==> src/rtl/ahb_pkg.sv <==
// Shared AHB-Lite encodings used by the command master and the AHB-to-APB bridge,
// plus the master FSM state type and burst-type selection.
package ahb_pkg;

    localparam logic [1:0] HTRANS_IDLE   = 2'b00;
    localparam logic [1:0] HTRANS_BUSY   = 2'b01;
    localparam logic [1:0] HTRANS_NONSEQ = 2'b10;
    localparam logic [1:0] HTRANS_SEQ    = 2'b11;

    localparam logic [2:0] HBURST_SINGLE = 3'b000;
    localparam logic [2:0] HBURST_INCR   = 3'b001;
    localparam logic [2:0] HBURST_INCR4  = 3'b011;
    localparam logic [2:0] HBURST_INCR8  = 3'b101;
    localparam logic [2:0] HBURST_INCR16 = 3'b111;

    localparam logic [1:0] HRESP_OKAY  = 2'b00;
    localparam logic [1:0] HRESP_ERROR = 2'b01;

    localparam logic [2:0] HSIZE_WORD = 3'b010;

    typedef enum logic [1:0] {
        ST_IDLE      = 2'b00,
        ST_ADDR      = 2'b01,
        ST_DATA_LAST = 2'b10,
        ST_ERR       = 2'b11
    } mst_state_e;

    // A command that crosses a 1KB page cannot use a fixed-length burst type.
    function automatic logic [2:0] burst_for_len(input logic [3:0] len, input logic cross_1k);
        logic [2:0] burst;
        if (cross_1k) begin
            burst = HBURST_INCR;
        end else begin
            case (len)
                4'd0:    burst = HBURST_SINGLE;
                4'd3:    burst = HBURST_INCR4;
                4'd7:    burst = HBURST_INCR8;
                4'd15:   burst = HBURST_INCR16;
                default: burst = HBURST_INCR;
            endcase
        end
        return burst;
    endfunction

endpackage

==> src/rtl/ahb_beat_ctr.sv <==
// Beat bookkeeping for ahb_master_cmd: issued/completed beat counters,
// word address incrementer and 1KB page-boundary detection.
module ahb_beat_ctr
    import ahb_pkg::*;
#(
    parameter int ADDR_W = 32
) (
    input  logic              clk,
    input  logic              rst,
    input  logic              load,
    input  logic              issue,
    input  logic              complete,
    input  logic [7:0]        start_word,
    input  logic [3:0]        cmd_len,
    input  logic [ADDR_W-1:0] cur_addr,
    output logic [4:0]        issued_cnt,
    output logic              last_issue,
    output logic              last_cmpl,
    output logic              data_pend,
    output logic [ADDR_W-1:0] next_addr,
    output logic              next_nonseq,
    output logic              cross_1k
);

    logic [4:0] issued_cnt_r;
    logic [4:0] cmpl_cnt_r;
    logic [4:0] beats_r;
    logic [8:0] span_s;

    // Counters restart on every accepted command and advance per beat event.
    always_ff @(posedge clk) begin
        if (rst) begin
            issued_cnt_r <= 5'd0;
            cmpl_cnt_r   <= 5'd0;
            beats_r      <= 5'd0;
        end else if (load) begin
            issued_cnt_r <= 5'd0;
            cmpl_cnt_r   <= 5'd0;
            beats_r      <= {1'b0, cmd_len} + 5'd1;
        end else begin
            issued_cnt_r <= issue    ? issued_cnt_r + 5'd1 : issued_cnt_r;
            cmpl_cnt_r   <= complete ? cmpl_cnt_r + 5'd1   : cmpl_cnt_r;
        end
    end

    // A carry out of the word index means some beat lands on the next 1KB page.
    assign span_s      = {1'b0, start_word} + {5'd0, cmd_len};
    assign cross_1k    = span_s[8];

    assign issued_cnt  = issued_cnt_r;
    assign last_issue  = (issued_cnt_r + 5'd1) == beats_r;
    assign last_cmpl   = (cmpl_cnt_r + 5'd1) == beats_r;
    assign data_pend   = issued_cnt_r != cmpl_cnt_r;
    assign next_addr   = cur_addr + ADDR_W'(3'd4);
    assign next_nonseq = next_addr[9:0] == 10'd0;

endmodule

==> src/rtl/ahb_master_cmd.sv <==
// AHB-Lite command master: turns one start/length/direction command into a
// pipelined word burst towards the AHB-to-APB bridge, with read return and completion.
module ahb_master_cmd
    import ahb_pkg::*;
#(
    parameter int ADDR_W = 32,
    parameter int DATA_W = 32
) (
    input  logic              Hclk,
    input  logic              Hreset,
    input  logic              cmd_valid,
    output logic              cmd_ready,
    input  logic              cmd_write,
    input  logic [ADDR_W-1:0] cmd_addr,
    input  logic [3:0]        cmd_len,
    input  logic [DATA_W-1:0] cmd_wdata,
    input  logic              Hready,
    input  logic [1:0]        Hresp,
    input  logic [DATA_W-1:0] Hrdata,
    output logic [ADDR_W-1:0] Haddr,
    output logic [1:0]        Htrans,
    output logic              Hwrite,
    output logic [2:0]        Hsize,
    output logic [2:0]        Hburst,
    output logic [DATA_W-1:0] Hwdata,
    output logic [DATA_W-1:0] rd_data,
    output logic              rd_valid,
    output logic              done,
    output logic              err
);

    localparam logic [ADDR_W-1:0] WORD_MASK = ~ADDR_W'(2'b11);

    mst_state_e        state_r, state_nxt_s;
    logic [ADDR_W-1:0] haddr_r, haddr_nxt_s;
    logic [1:0]        htrans_r, htrans_nxt_s;
    logic              hwrite_r, hwrite_nxt_s;
    logic [2:0]        hburst_r, hburst_nxt_s;
    logic [DATA_W-1:0] hwdata_r, hwdata_nxt_s;
    logic [DATA_W-1:0] seed_r, seed_nxt_s;
    logic [DATA_W-1:0] rd_data_r, rd_data_nxt_s;
    logic              rd_valid_r, rd_valid_nxt_s;
    logic              done_r, done_nxt_s;
    logic              err_r, err_nxt_s;
    logic              cmd_ready_r, cmd_ready_nxt_s;

    logic              accept_s, load_s, issue_s, complete_s;
    logic [4:0]        issued_cnt_s;
    logic              last_issue_s, last_cmpl_s, data_pend_s;
    logic [ADDR_W-1:0] next_addr_s;
    logic              next_nonseq_s, cross_1k_s;

    assign accept_s = cmd_valid && cmd_ready_r;

    ahb_beat_ctr #(.ADDR_W(ADDR_W)) u_beat_ctr (
        .clk         (Hclk),
        .rst         (Hreset),
        .load        (load_s),
        .issue       (issue_s),
        .complete    (complete_s),
        .start_word  (cmd_addr[9:2]),
        .cmd_len     (cmd_len),
        .cur_addr    (haddr_r),
        .issued_cnt  (issued_cnt_s),
        .last_issue  (last_issue_s),
        .last_cmpl   (last_cmpl_s),
        .data_pend   (data_pend_s),
        .next_addr   (next_addr_s),
        .next_nonseq (next_nonseq_s),
        .cross_1k    (cross_1k_s)
    );

    // Next-state and next-output logic; every bus output holds unless Hready advances it.
    always_comb begin
        state_nxt_s    = state_r;
        haddr_nxt_s    = haddr_r;
        htrans_nxt_s   = htrans_r;
        hwrite_nxt_s   = hwrite_r;
        hburst_nxt_s   = hburst_r;
        hwdata_nxt_s   = hwdata_r;
        seed_nxt_s     = seed_r;
        rd_data_nxt_s  = rd_data_r;
        rd_valid_nxt_s = 1'b0;
        done_nxt_s     = 1'b0;
        err_nxt_s      = 1'b0;
        load_s         = 1'b0;
        issue_s        = 1'b0;
        complete_s     = 1'b0;

        case (state_r)
            ST_IDLE: begin
                if (accept_s) begin
                    load_s       = 1'b1;
                    haddr_nxt_s  = cmd_addr & WORD_MASK;
                    htrans_nxt_s = HTRANS_NONSEQ;
                    hwrite_nxt_s = cmd_write;
                    hburst_nxt_s = burst_for_len(cmd_len, cross_1k_s);
                    seed_nxt_s   = cmd_wdata;
                    state_nxt_s  = ST_ADDR;
                end else begin
                    htrans_nxt_s = HTRANS_IDLE;
                end
            end
            ST_ADDR: begin
                if (Hready) begin
                    issue_s = 1'b1;
                    if (data_pend_s && !hwrite_r) begin
                        complete_s     = 1'b1;
                        rd_data_nxt_s  = Hrdata;
                        rd_valid_nxt_s = 1'b1;
                    end else begin
                        complete_s = data_pend_s;
                    end
                    if (hwrite_r) begin
                        hwdata_nxt_s = seed_r + DATA_W'(issued_cnt_s);
                    end else begin
                        hwdata_nxt_s = hwdata_r;
                    end
                    if (last_issue_s) begin
                        htrans_nxt_s = HTRANS_IDLE;
                        state_nxt_s  = ST_DATA_LAST;
                    end else begin
                        haddr_nxt_s  = next_addr_s;
                        htrans_nxt_s = next_nonseq_s ? HTRANS_NONSEQ : HTRANS_SEQ;
                    end
                end else if (data_pend_s && (Hresp == HRESP_ERROR)) begin
                    htrans_nxt_s = HTRANS_IDLE;
                    state_nxt_s  = ST_ERR;
                end else begin
                    state_nxt_s = ST_ADDR;
                end
            end
            ST_DATA_LAST: begin
                if (Hready) begin
                    complete_s = 1'b1;
                    if (!hwrite_r) begin
                        rd_data_nxt_s  = Hrdata;
                        rd_valid_nxt_s = 1'b1;
                    end else begin
                        rd_valid_nxt_s = 1'b0;
                    end
                    if (last_cmpl_s) begin
                        done_nxt_s  = 1'b1;
                        state_nxt_s = ST_IDLE;
                    end else begin
                        state_nxt_s = ST_DATA_LAST;
                    end
                end else if (Hresp == HRESP_ERROR) begin
                    htrans_nxt_s = HTRANS_IDLE;
                    state_nxt_s  = ST_ERR;
                end else begin
                    state_nxt_s = ST_DATA_LAST;
                end
            end
            ST_ERR: begin
                if (Hready) begin
                    done_nxt_s  = 1'b1;
                    err_nxt_s   = 1'b1;
                    state_nxt_s = ST_IDLE;
                end else begin
                    state_nxt_s = ST_ERR;
                end
            end
            default: begin
                htrans_nxt_s = HTRANS_IDLE;
                state_nxt_s  = ST_IDLE;
            end
        endcase

        // Withheld during the done pulse so a coincident cmd_valid waits a cycle.
        cmd_ready_nxt_s = (state_nxt_s == ST_IDLE) && !done_nxt_s;
    end

    // State and registered outputs; reset abandons any command without a done pulse.
    always_ff @(posedge Hclk) begin
        if (Hreset) begin
            state_r     <= ST_IDLE;
            haddr_r     <= {ADDR_W{1'b0}};
            htrans_r    <= HTRANS_IDLE;
            hwrite_r    <= 1'b0;
            hburst_r    <= HBURST_SINGLE;
            hwdata_r    <= {DATA_W{1'b0}};
            seed_r      <= {DATA_W{1'b0}};
            rd_data_r   <= {DATA_W{1'b0}};
            rd_valid_r  <= 1'b0;
            done_r      <= 1'b0;
            err_r       <= 1'b0;
            cmd_ready_r <= 1'b1;
        end else begin
            state_r     <= state_nxt_s;
            haddr_r     <= haddr_nxt_s;
            htrans_r    <= htrans_nxt_s;
            hwrite_r    <= hwrite_nxt_s;
            hburst_r    <= hburst_nxt_s;
            hwdata_r    <= hwdata_nxt_s;
            seed_r      <= seed_nxt_s;
            rd_data_r   <= rd_data_nxt_s;
            rd_valid_r  <= rd_valid_nxt_s;
            done_r      <= done_nxt_s;
            err_r       <= err_nxt_s;
            cmd_ready_r <= cmd_ready_nxt_s;
        end
    end

    assign Haddr     = haddr_r;
    assign Htrans    = htrans_r;
    assign Hwrite    = hwrite_r;
    assign Hsize     = HSIZE_WORD;
    assign Hburst    = hburst_r;
    assign Hwdata    = hwdata_r;
    assign rd_data   = rd_data_r;
    assign rd_valid  = rd_valid_r;
    assign done      = done_r;
    assign err       = err_r;
    assign cmd_ready = cmd_ready_r;

endmodule

==> config.mk <==
export PLATFORM = sky130hd
export DESIGN_NAME = ahb_master_cmd
export DESIGN_NICKNAME = d
export VERILOG_FILES = /design/src/rtl/ahb_pkg.sv /design/src/rtl/ahb_beat_ctr.sv /design/src/rtl/ahb_master_cmd.sv
export SDC_FILE = /design/constraint.sdc
export NUM_CORES = 1
export LEC_CHECK = 0
export ABC_AREA = 1
export BUFFER_PORTS_ARGS = -buffer_cell sky130_fd_sc_hd__buf_2
export CAP_MARGIN = 40
export CORE_MARGIN = 2
export CORE_UTILIZATION = 54
export CTS_CLUSTER_SIZE = 24
export DETAILED_ROUTE_END_ITERATION = 7
export PLACE_DENSITY = 0.91
export SETUP_SLACK_MARGIN = 0.2
export SLEW_MARGIN = 20
export SYNTH_ARGS = -nofsm -noshare
export SYNTH_HDL_FRONTEND = slang
export SYNTH_SLANG_ARGS = --single-unit
==> constraint.sdc <==
create_clock -name Hclk -period 2.4 [get_ports Hclk]
set_input_delay 0.48 -clock Hclk [delete_from_list [all_inputs] [get_ports Hclk]]
set_output_delay 0.48 -clock Hclk [all_outputs]
set_load 0.03 [all_outputs]
==> summary.md <==
| Metric | Value |
|---|---|
| Mean post-synth cell area | `6.48 um^2` |
| Worst path max stage delay | `330 ps` |
| Number of different library cells in the post-synthesis netlist | `43` |
| Diode insertion count for antenna repair | `0` |
| Cell family with most CP delay | `simple AND/OR/NAND/NOR gates` |
| Worst flop-to-flop path endpoint | `Haddr[9]` |
| Worst ir drop on vdd | `about 0.54 mV` |
| TritonCTS clock tree | `built` |
| Clock period minus worst slack | `~2200 ps` |
| Number of fill cells | `approximately 1300` |
| Die Outline Area | `roughly 17000 um^2` |
| Largest net degree at the start of global routing | `61` |
| Worst slew margin | `~63%` |
| Vias per inst | `~5.5` |
| WL/cell | `14.9 um` |
| Portion of the post-synthesis area used by sequential elements | `about 36%` |
| Share of cells above drive strength 1 | `20.5%` |
| Cell type of the slowest stage on the worst timing path | `dfxtp_2` |
| Gpl congestion | `roughly 0.97` |
| Global-route wire length before repair | `38.5 mm` |
| Post-DP HPWL | `17.7 mm` |
| R2r startpoint | `u_beat_ctr.issued_cnt[0]` |
| Arrival @ worst endpoint | `2550 ps` |
| Type of element capturing the critical path | `flip-flop` |
| Share of the core filled with cells in the final layout | `68.4%` |
| Area added between synthesis and finish | `23.6%` |
| Post-detailed-route count of antenna-violating nets | `0` |
| Yosys warning total | `0` |
| Setup Total Neg Slack | `0 ps` |
| Row Count | `45` |
| Combined buffer and inverter count along the critical path | `3` |
| Clock-pin transition on the worst setup and hold timing paths | `about 60 ps` |
| Number of antenna violations at the first check in global routing | `0` |
| Area of the placeable core | `between 15000 and 20000 um^2` |
| Placement-stage worst setup slack | `around 250 ps` |
| Total routing resource utilization after global routing | `around 29%` |
| Worst endpoint required time | `~2800 ps` |
| Post-route total power | `11.9 mW` |
| Worst setup path class | `reg -> reg` |
| Number of cells traversed by the worst register-to-register path | `13` |
| Longest Clk Path Bufs | `2` |
| Dpl cell area | `9590 um^2` |
| Final Net Count | `roughly 1600` |
| Worst hold-check path type | `in -> reg` |
| Crit path max fanout | `15` |
| Height of the die | `129 um` |
| Worst-margin pin slew | `547 ps` |
| Final setup skew | `11.3 ps` |
| Post-route standard cell area excluding fillers | `about 10000 um^2` |
| Starting DRT DRC Count | `between 900 and 1000` |
| Tcrit/Tclk final | `91.5%` |
| Count of final hold-check violations | `0` |
| Overall die width | `around 130 um` |
| Total of hold buffers inserted after clock tree synthesis | `0` |
| Overall overflow remaining after global route | `0` |
| Maximum clock rate | `~460 MHz` |
| Worst-case setup margin in the final layout | `just over 200 ps` |
| Starting density of the core | `55.3%` |
| Most Frequent Cell on Critical Path | `nand2_1` |
| H-tree levels | `4` |
| Pins Over Slew Limit | `0` |
| Netlist area before placement | `~8400 um^2` |
| Via count of the first global-routing pass | `roughly 8000` |
| Total instance count after detailed placement | `~1700` |
| Hold_ws | `~280 ps` |
| Synth Register Bits | `153` |
| Aggregate routed wire length | `25.2 mm` |
| Status | `finished, violations left` |
| Violated checks | `DRC` |
| Clock insertion delay at the later pin of the skew report | `430 ps` |
| CTS Root Buffer Type | `clkbuf_16` |
| Max-capacitance violation count | `0` |
| Critical Path Source Type | `flip-flop` |
| Number of port buffers | `between 200 and 250` |
| Worst hold path depth | `3` |
| Commonest cells after routing, fill and taps aside | `nand2_1 (339), buf_2 (208), nor2_1 (161), dfxtp_1 (151), inv_1 (130)` |
| Leading cell type in the layout, fill and taps excluded | `nand2_1` |
| Lkg Pwr | `4.91 nW` |
| Total via count after detailed routing | `9351` |
| Final number of setup-violating endpoints | `0` |
| Endpoint of the worst hold-timing path | `seed_r[7]` |
| First-pass iteration count of the detailed router | `8` |
| Io pins | `between 200 and 250` |
| Setup repair after global routing missed its margin | `yes` |
| Critical-path cell list | `buf_6 > ha_4 > inv_2 > nand2_2 > nand2_1 > nor2_1 > nand3_1 > nor2_2 > nand4_1 > nand3_4 > clkbuf_16 > nand2_1 > a21oi_1` |
| Final routed DRC violation total | `2` |
| Clock tree sinks | `around 150` |
| Clock buffer count from CTS | `17` |
| Start point of the worst hold path | `cmd_wdata[7]` |
| Post-layout instance count excluding filler cells | `1693` |
| Cell Pwr Density | `1150 nW/um^2` |
| R2R setup slack | `200 ps` |
| Number of instances in the synthesized netlist | `roughly 1300` |
synthesized netlist by cell type:
library cell	number	area (um^2)
inv_1	132	495
dfxtp_1	153	3060
buf_2	13	65.1
xor2_1	13	114
o21ai_1	2	10.0
nor2_1	163	612
clkinv_1	1	3.75
nor3_1	21	105
o21bai_1	6	45.0
a211oi_1	4	30.0
or2_2	3	18.8
nor3b_1	4	30.0
a21oi_1	88	440
buf_4	8	60.1
o211ai_1	15	113
nor2_2	5	31.3
nand4_1	19	119
nand2_1	346	1300
o21ai_2	2	17.5
buf_6	5	56.3
o21ai_0	102	510
a22o_1	2	17.5
nand3_2	3	30.0
a21o_1	1	7.51
buf_1	3	11.3
nand3b_1	11	82.6
o31ai_1	2	15.0
a31o_2	1	8.76
o21a_1	6	45.0
clkbuf_2	1	5.00
and3_1	1	6.26
ha_1	18	225
nor4_1	2	12.5
xnor2_1	4	35.0
clkbuf_1	28	105
nand2_2	1	6.26
conb_1	2	7.51
nand2_4	1	11.3
nand3_1	97	485
a31oi_1	1	6.26
o22ai_1	2	12.5
inv_2	5	18.8
fa_1	1	20.0
flip-flops by register name, indices dropped and copies added (netlist names):
name                   flops
Haddr                     30
Hburst                     3
Htrans                     2
Hwdata                    32
Hwrite                     1
cmd_ready                  1
done                       1
err                        1
rd_data                   32
rd_valid                   1
seed_r                    32
state_r                    2
u_beat_ctr.beats_r         5
u_beat_ctr.cmpl_cnt_r      5
u_beat_ctr.issued_cnt      5
cell families (layout without fill, tap and decap cells):
kind of cell	Yosys count	in the layout	share of synthesized area (%)
XOR/XNOR	17	17	1.77
AND/OR/NAND/NOR	677	678	33.9
flip-flops	153	153	36.4
adder cells (fa/ha/maj)	19	19	2.91
other	2	5	0.0893
AO/OA/AOI/OAI	234	234	15.2
buffers and inverters	196	399	9.76
where the power goes:
| part | switching [mW] | internal, mW | total [mW] |
|---|---|---|---|
| registers | 0.740 | 3.28 | 4.02 |
| clock network | 1.06 | 1.72 | 2.78 |
| logic | 3.47 | 1.63 | 5.10 |
| total | 5.28 | 6.63 | 11.9 |
worst min-delay path: stages:
cell    delay, ps
buf_2          80
nor2_1         40
nor2_1         80
repair_timing:
item | in CTS | in global routing
gates resized for setup | 0 | 32
endpoints found under the setup margin | 0 | 77
setup buffers | 0 | 4
how the worst max path moves through the flow:
stage                                         from    endpoint  slack [ps]  cells past startpoint
after floorplan           u_beat_ctr.issued_cnt[0]  Hwdata[24]         340                     11
after global placement    u_beat_ctr.issued_cnt[1]  Hwdata[30]         290                     10
after detailed placement  u_beat_ctr.issued_cnt[1]  Hwdata[28]         250                     10
after CTS                 u_beat_ctr.issued_cnt[1]  Hwdata[28]         240                     10
after global routing      u_beat_ctr.issued_cnt[0]   Haddr[21]          60                     13
final                     u_beat_ctr.issued_cnt[0]    Haddr[9]         200                     13
per-layer routing:
metal | GRT usage, % | up-vias | wire length [um]
met4 | 13.0 | 0 | 902
met5 | 0 | - | 0
li1 | - | 4589 | -
met3 | 6.11 | 85 | 2240
met2 | 48.7 | 490 | 12000
met1 | 35.3 | 4187 | 10100
final cells by class:
class                   count  area, um^2  share of cell area, %
clock buffers              17         425                   4.09
repair buffers            232        1310                   12.6
well taps                 188         235                   2.26
multi-input cells         953        4660                   44.8
flip-flops and latches    153        3070                   29.5
inverters                 138         523                   5.03
clock inverters            12         178                   1.71
(Power assumes the default switching activity.)
